===== config.mk =====
export PLATFORM = sky130hd
export DESIGN_NAME = bht_gshare_update
export DESIGN_NICKNAME = d
export VERILOG_FILES = /design/src/rtl/bht_gshare_update_pkg.sv /design/src/rtl/bht_gshare_update_sat_counter_2b.sv /design/src/rtl/bht_gshare_update.sv
export SDC_FILE = /design/constraint.sdc
export NUM_CORES = 2
export LEC_CHECK = 0
export ABC_AREA = 1
export CAP_MARGIN = 20
export CORE_MARGIN = 2
export CORE_UTILIZATION = 40
export CTS_BUF_LIST = sky130_fd_sc_hd__clkbuf_8
export DETAILED_ROUTE_END_ITERATION = 10
export HOLD_SLACK_MARGIN = 0.08
export SYNTH_ARGS = -nofsm -noshare
export SYNTH_HDL_FRONTEND = slang
export SYNTH_SLANG_ARGS = --single-unit
export TNS_END_PERCENT = 30

===== constraint.sdc =====
create_clock -name clk_i -period 28.3 [get_ports clk_i]
set_clock_uncertainty 0.1 [all_clocks]
set_input_delay 5.66 -clock clk_i [delete_from_list [all_inputs] [get_ports clk_i]]
set_output_delay 5.66 -clock clk_i [all_outputs]
set_load 0.005 [all_outputs]

===== src/rtl/bht_gshare_update_pkg.sv =====
// Shared definitions for the gshare branch history table.
//   cfg_t          : core configuration subset used here (VLEN, RVC)
//   cva6_cfg_empty : default configuration (32-bit VLEN, compressed ISA on)
//   ctr_t          : 2-bit saturating direction counter
//   WEAK_NT        : weakly-not-taken counter value written by the init sweep
//   bht_state_e    : table state (INIT sweep, RUN)
//   gshare_index   : PC/history hash, also used by the frontend predict path
package bht_gshare_update_pkg;

    typedef struct packed {
        int unsigned VLEN;
        logic        RVC;
    } cfg_t;

    localparam cfg_t cva6_cfg_empty = '{VLEN: 32, RVC: 1'b1};

    typedef logic [1:0] ctr_t;

    localparam ctr_t WEAK_NT = 2'b01;

    typedef enum logic {
        INIT,
        RUN
    } bht_state_e;

    // Index = pc[off+iw-1:off] ^ zero-extended history, masked to iw bits.
    // Operands are passed zero-extended to 64 bits so one helper serves
    // every VLEN / table size; callers truncate the result to their width.
    function automatic logic [63:0] gshare_index(
        input logic [63:0] pc,
        input logic [63:0] ghr,
        input int unsigned off,
        input int unsigned iw
    );
        logic [63:0] mask;
        mask = (64'd1 << iw) - 64'd1;
        return ((pc >> off) ^ ghr) & mask;
    endfunction

endpackage


===== src/rtl/bht_gshare_update_sat_counter_2b.sv =====
// Combinational 2-bit saturating counter step.
//   ctr      : current counter value
//   taken    : resolved direction (1 = increment, 0 = decrement)
//   ctr_next : min(ctr+1, 3) when taken, max(ctr-1, 0) otherwise
module sat_counter_2b
    import bht_gshare_update_pkg::*;
(
    input  ctr_t ctr,
    input  logic taken,
    output ctr_t ctr_next
);

    always_comb begin
        ctr_next = ctr;
        if (taken) begin
            if (ctr != 2'b11) begin
                ctr_next = ctr + 2'b01;
            end
        end else begin
            if (ctr != 2'b00) begin
                ctr_next = ctr - 2'b01;
            end
        end
    end

endmodule


===== src/rtl/bht_gshare_update.sv =====
// Gshare branch history table: 2-bit counters indexed by PC XOR history,
// with a two-stage update pipeline and a combinational lookup port.
// After reset the table is swept to weakly-not-taken, one entry per cycle.
//   clk_i, rst_ni    : clock (rising edge), asynchronous active-low reset
//   debug_mode_i     : drops updates while high
//   update_valid_i   : resolved conditional branch this cycle
//   update_pc_i      : branch PC
//   update_taken_i   : resolved direction
//   update_ghr_i     : history snapshot captured at predict time
//   lookup_pc_i      : fetch PC to predict
//   lookup_ghr_i     : current speculative history
//   lookup_ctr_o     : counter at the lookup index (2'b01 until ready)
//   lookup_taken_o   : predicted direction, lookup_ctr_o[1]
//   ready_o          : high once the init sweep has completed
module bht_gshare_update
    import bht_gshare_update_pkg::*;
#(
    parameter cfg_t        CVA6Cfg    = cva6_cfg_empty,
    parameter int unsigned NR_ENTRIES = 1024,
    parameter int unsigned GHR_LEN    = 10
) (
    input  logic                    clk_i,
    input  logic                    rst_ni,
    input  logic                    debug_mode_i,
    input  logic                    update_valid_i,
    input  logic [CVA6Cfg.VLEN-1:0] update_pc_i,
    input  logic                    update_taken_i,
    input  logic [GHR_LEN-1:0]      update_ghr_i,
    input  logic [CVA6Cfg.VLEN-1:0] lookup_pc_i,
    input  logic [GHR_LEN-1:0]      lookup_ghr_i,
    output logic [1:0]              lookup_ctr_o,
    output logic                    lookup_taken_o,
    output logic                    ready_o
);

    localparam int unsigned IW  = $clog2(NR_ENTRIES);
    localparam int unsigned OFF = CVA6Cfg.RVC ? 1 : 2;

    localparam logic [IW-1:0] LAST_IDX = IW'(NR_ENTRIES - 1);

    bht_state_e state_q, state_d;
    logic [IW-1:0] sweep_q, sweep_d;

    ctr_t bht_q [NR_ENTRIES];

    logic [63:0]   upd_pc_ext, upd_ghr_ext, lk_pc_ext, lk_ghr_ext;
    logic [IW-1:0] upd_idx, lk_idx;

    logic          s1_valid_q;
    logic [IW-1:0] s1_idx_q;
    logic          s1_taken_q;

    logic          s1_accept;
    logic          s2_we;
    ctr_t          s2_ctr_old, s2_ctr_new;

    // ---------------- index hashing ----------------
    always_comb begin
        upd_pc_ext  = '0;
        upd_ghr_ext = '0;
        lk_pc_ext   = '0;
        lk_ghr_ext  = '0;
        upd_pc_ext[CVA6Cfg.VLEN-1:0] = update_pc_i;
        upd_ghr_ext[GHR_LEN-1:0]     = update_ghr_i;
        lk_pc_ext[CVA6Cfg.VLEN-1:0]  = lookup_pc_i;
        lk_ghr_ext[GHR_LEN-1:0]      = lookup_ghr_i;
    end

    assign upd_idx = IW'(gshare_index(upd_pc_ext, upd_ghr_ext, OFF, IW));
    assign lk_idx  = IW'(gshare_index(lk_pc_ext, lk_ghr_ext, OFF, IW));

    // ---------------- init / run FSM ----------------
    always_ff @(posedge clk_i or negedge rst_ni) begin
        if (!rst_ni) begin
            state_q <= INIT;
            sweep_q <= '0;
        end else begin
            state_q <= state_d;
            sweep_q <= sweep_d;
        end
    end

    always_comb begin
        state_d = state_q;
        sweep_d = sweep_q;
        case (state_q)
            INIT: begin
                sweep_d = sweep_q + 1'b1;
                if (sweep_q == LAST_IDX) begin
                    state_d = RUN;
                end
            end
            RUN: begin
                state_d = RUN;
            end
            default: begin
                state_d = INIT;
                sweep_d = '0;
            end
        endcase
    end

    assign ready_o = (state_q == RUN);

    // ---------------- update pipeline ----------------
    assign s1_accept = update_valid_i & ~debug_mode_i & (state_q == RUN);

    always_ff @(posedge clk_i or negedge rst_ni) begin
        if (!rst_ni) begin
            s1_valid_q <= 1'b0;
        end else begin
            s1_valid_q <= s1_accept;
        end
    end

    always_ff @(posedge clk_i) begin
        s1_idx_q   <= upd_idx;
        s1_taken_q <= update_taken_i;
    end

    // S2 reads the array directly: a back-to-back update to the same index
    // was written at the edge that opened this cycle, so the flop array
    // itself carries the forwarded value into this read.
    assign s2_we      = s1_valid_q & (state_q == RUN);
    assign s2_ctr_old = bht_q[s1_idx_q];

    sat_counter_2b u_sat_counter (
        .ctr      (s2_ctr_old),
        .taken    (s1_taken_q),
        .ctr_next (s2_ctr_new)
    );

    // Table contents are not reset; the INIT sweep is their only initialiser.
    always_ff @(posedge clk_i) begin
        if (state_q == INIT) begin
            bht_q[sweep_q] <= WEAK_NT;
        end else if (s2_we) begin
            bht_q[s1_idx_q] <= s2_ctr_new;
        end
    end

    // ---------------- lookup ----------------
    always_comb begin
        lookup_ctr_o = WEAK_NT;
        if (state_q == RUN) begin
            if (s2_we && (lk_idx == s1_idx_q)) begin
                lookup_ctr_o = s2_ctr_new;
            end else begin
                lookup_ctr_o = bht_q[lk_idx];
            end
        end
    end

    assign lookup_taken_o = lookup_ctr_o[1];

endmodule


==> flow_summary_export.csv <==
group,metric,value,unit
run_status,status,"finished, final reports clean",
synth,yosys_warnings,0,
drt,drtIter0Drc,12783,
final_layout,nets,12440,
clock_network,cts_buffers,357,
drt,vias,95725,
pwr,p_leak,44.3,nW
die,boundaryPins,93,
critical_path,reg2reg_depth,23,
grt,use_met2,0.444,
synth,synthTopCellsByArea,"edfxtp_1 (56%), nand3_1 (16%), nand2_1 (11%), nor2_1 (3.7%), inv_1 (2.9%)",
grt,grt_use_met1,0.362,
drt,drc,0,
critical_path,worst_r2r_endpoint,"bht_q[954][0]",
critical_path,critPathLaunchType,"input port",
timing,finalSetupViolations,0,
die,rows,191,
clock_network,cts_tree,"done",
grt,grt_pass1_vias,90953,
grt,gr-usage-met3,0.0605,
run,maxCapViolCount,0,
synth,syn_nets,12908,
synth,ys_ff_latch,2071,
min_path,holdPathEnd,"sweep_q[8]",
drt,viasPerCell,5.92,
pwr,pwr-share-comb,0.161,
timing,tightest_slew,1.20,ns
placement,dp_hpwl,211,mm
pwr,power_density,59.4,mW/mm²
pwr,switching_share,0.298,
synth,yosysTopAreaCell,"edfxtp_1",
timing,fmax,54.3,MHz
clock_network,clock_sinks,2071,
clock_network,cts_max_path_buffers,4,
grt,grt_use_total,0.282,
timing,tns,0,ns
die,die_x,527,µm
grt,overflow,0,
timing,finalCritPeriodShare,0.650,
die,die_h,527,µm
clock_network,cts_setup_buffers,0,
pwr,power.share.sequential,0.473,
synth,netlist_area,0.109,mm²
clock_network,clk_pin_slew,0.07,ns
timing,final_max_slew_viol_count,0,
min_path,hold_path.startpoint,"sweep_q[8]",
clock_network,cts_root_buffer,"clkbuf_8",
placement,placed_area,0.112,mm²
pwr,p_sw,2.10,mW
synth,syn_avg_cell_area,8.53,µm²
clock_network,worstSkewPairLatency,1.14,ns
timing,rsz0062_at_grt,"false",
drt,drt-total-wl,402,mm
die,fp.coreArea,0.271,mm²
placement,numPortBuffers,48,
synth,synthCells,12818,
timing,fin_crit,18.40,ns
timing,finalHoldViolations,0,
critical_path,arrival,12.64,ns
pwr,internal-power,4.94,mW
clock_network,cts.htree.levels,5,
pwr,vdd_drop_max,0.0462,mV
grt,grt_pass1_wl,587,mm
drt,drt_first_pass_iters,7,
synth,synthDistinctLibCells,30,
final_layout,area_delta_synth_final,8.51,%
critical_path,regToRegSetupSlack,18.38,ns
die,start_util,0.403,
drt,ant_nets,0,
clock_network,cts_hold_buf,0,
critical_path,required,22.54,ns
grt,grt-busiest-layer,"met2",
grt,grt_max_degree,208,
timing,max_slew_margin,0.203,
final_layout,layout-drive-gt1-share,0.0583,
drt,wire_per_inst,24.8,µm
die,die_area,0.277,mm²
synth,yosysTopAreaCellShare,0.563,
synth,ys_seq_area_frac,0.568,
min_path,hp-class,"flip-flop to flip-flop",
critical_path,endpoint_kind,"output pin",
placement,gp_congestion,0.874,
final_layout,final_cell_area,0.119,mm²
min_path,hold-path-cell-count,1,
critical_path,crit_type,"input port to output pin",
critical_path,r2r-start,"s1_idx_q[0]",
critical_path,crit_fanout,80,
grt,antenna_found_initial,10,
pwr,power_frac_clock,0.366,
clock_network,cts_resized,0,
-- kinds of logic (layout without fill, tap and decap cells) --
group | count (synthesis) | count (layout) | share of synthesized area
AND/OR/NAND/NOR | 7561 | 7561 | 0.299
flip-flops | 2071 | 2071 | 0.568
other | 0 | 5 | 0
buffers and inverters | 1940 | 1728 | 0.0705
XOR/XNOR | 29 | 29 | 0.00246
AO/OA/AOI/OAI | 1216 | 1216 | 0.0602
adder cells (fa/ha/maj) | 1 | 1 | 0.000114
-- area by class of cell --
type / count / area (µm²)
Fill cell: 26490 / 153000
Tap cell: 3570 / 4470
Clock inverter: 245 / 1360
Clock buffer: 370 / 5090
Multi-Input combinational cell: 8807 / 40000
Inverter: 846 / 3230
Timing Repair Buffer: 267 / 2390
Sequential cell: 2071 / 62000
Antenna cell: 5 / 12.5
-- how the worst max path moves through the flow --
stage	startpoint	end	cells after the start
after floorplan	s1_idx_q[0]	bht_q[0][0]	16
after global placement	lookup_pc_i[1]	lookup_ctr_o[1]	23
after detailed placement	lookup_pc_i[1]	lookup_ctr_o[1]	23
after CTS	lookup_pc_i[1]	lookup_ctr_o[1]	23
after global routing	lookup_ghr_i[0]	lookup_ctr_o[1]	23
final	lookup_pc_i[1]	lookup_ctr_o[1]	23
-- power by group through the flow --
stage / clock, mW / sequential, mW / combinational (mW)
after CTS: 2.60 / 3.33 / 1.10
final: 2.58 / 3.33 / 1.14
after global routing: 2.73 / 3.33 / 1.22
after floorplan: 0 / 3.38 / 0.732
after global placement: 0 / 3.40 / 1.09
after detailed placement: 0 / 3.40 / 1.10
-- layout by cell type (no fill, tap or decap), types with 2 or more instances in the layout --
cell type / count
nor2_1: 1071
o211ai_1: 192
inv_1: 927
nand3_2: 2
clkinv_2: 47
inv_6: 2
inv_4: 2
dfrtp_1: 12
xnor2_1: 2
nor4_1: 3
clkbuf_8: 370
nand2_1: 3035
dfxtp_1: 5
xnor2_2: 4
nor3_1: 14
clkdlybuf4s50_1: 48
edfxtp_1: 2048
or2_2: 9
bufinv_16: 13
clkinvlp_4: 7
nand4_1: 5
xor2_1: 21
inv_8: 6
o21ai_0: 550
inv_2: 2
diode_2: 5
nand3_4: 14
nand2_2: 4
buf_4: 198
nor2_2: 2
nand3_1: 3376
dfxtp_4: 6
clkinv_1: 85
a21oi_1: 471
buf_12: 20
or3_1: 2
nand2_4: 23
-- metal layers --
metal | up-vias | wire, µm
li1 | 42999 | -
met1 | 45549 | 152000
met2 | 5988 | 179000
met3 | 1185 | 46700
met4 | 4 | 24000
met5 | - | 21
-- flip-flops by register name, summed over array words and instances, names as in the netlist --
| name | flops |
|---|---|
| s1_idx_q | 10 |
| bht_q | 2048 |
| s1_valid_q | 1 |
| s1_taken_q | 1 |
| sweep_q | 10 |
| ready_o | 1 |
-- stage by stage --
| step | hold WS [ns] | total power [mW] | setup slack (ns) | std cells | util |
|---|---|---|---|---|---|
| 6_report | 0.394 | 7.04 | 9.90 | 16181 | 0.437 |
| 5_1_grt | 0.429 | 7.28 | 9.68 | 16177 | 0.437 |
| 4_1_cts | 0.395 | 7.03 | 10.07 | 16175 | 0.437 |
| 3_5_place_dp | 0.383 | 4.49 | 10.09 | 15560 | 0.413 |
| 3_3_place_gp | 0.382 | 4.49 | 10.08 | 15560 | 0.413 |
| 2_1_floorplan | 0.363 | 4.12 | 8.80 | 12818 | - |
-- critical path, stage by stage --
cell,delay [ns]
clkdlybuf4s50_1,0.46
inv_1,0.11
nand2_2,0.05
buf_4,0.32
nand2_4,0.77
buf_4,0.72
buf_4,0.60
buf_4,0.79
nand2_1,0.12
nand3_1,0.13
nand3_1,0.12
nand3_1,0.14
nand3_1,0.13
nand3_1,0.14
nand3_1,0.28
nand3_1,0.30
nand2_1,0.08
nand2_1,0.07
nand3_1,0.08
nand3_1,0.08
nand2_1,0.05
nor2_1,0.61
clkdlybuf4s50_1,0.64
-- synth_stat cells (all sizes together) --
master,instances
or2,9
xor2,22
nand3,3392
o21ai,550
o211ai,192
nor3,14
ha,1
a2111oi,1
xnor2,7
inv,841
clkinv,5
o2111ai,1
nand2,3062
dfxtp,11
nor4,3
a21oi,471
clkbuf,622
dfrtp,12
edfxtp,2048
nand4,5
o31ai,1
nor2,1074
or3,2
buf,472
(Power assumes the default switching activity.)
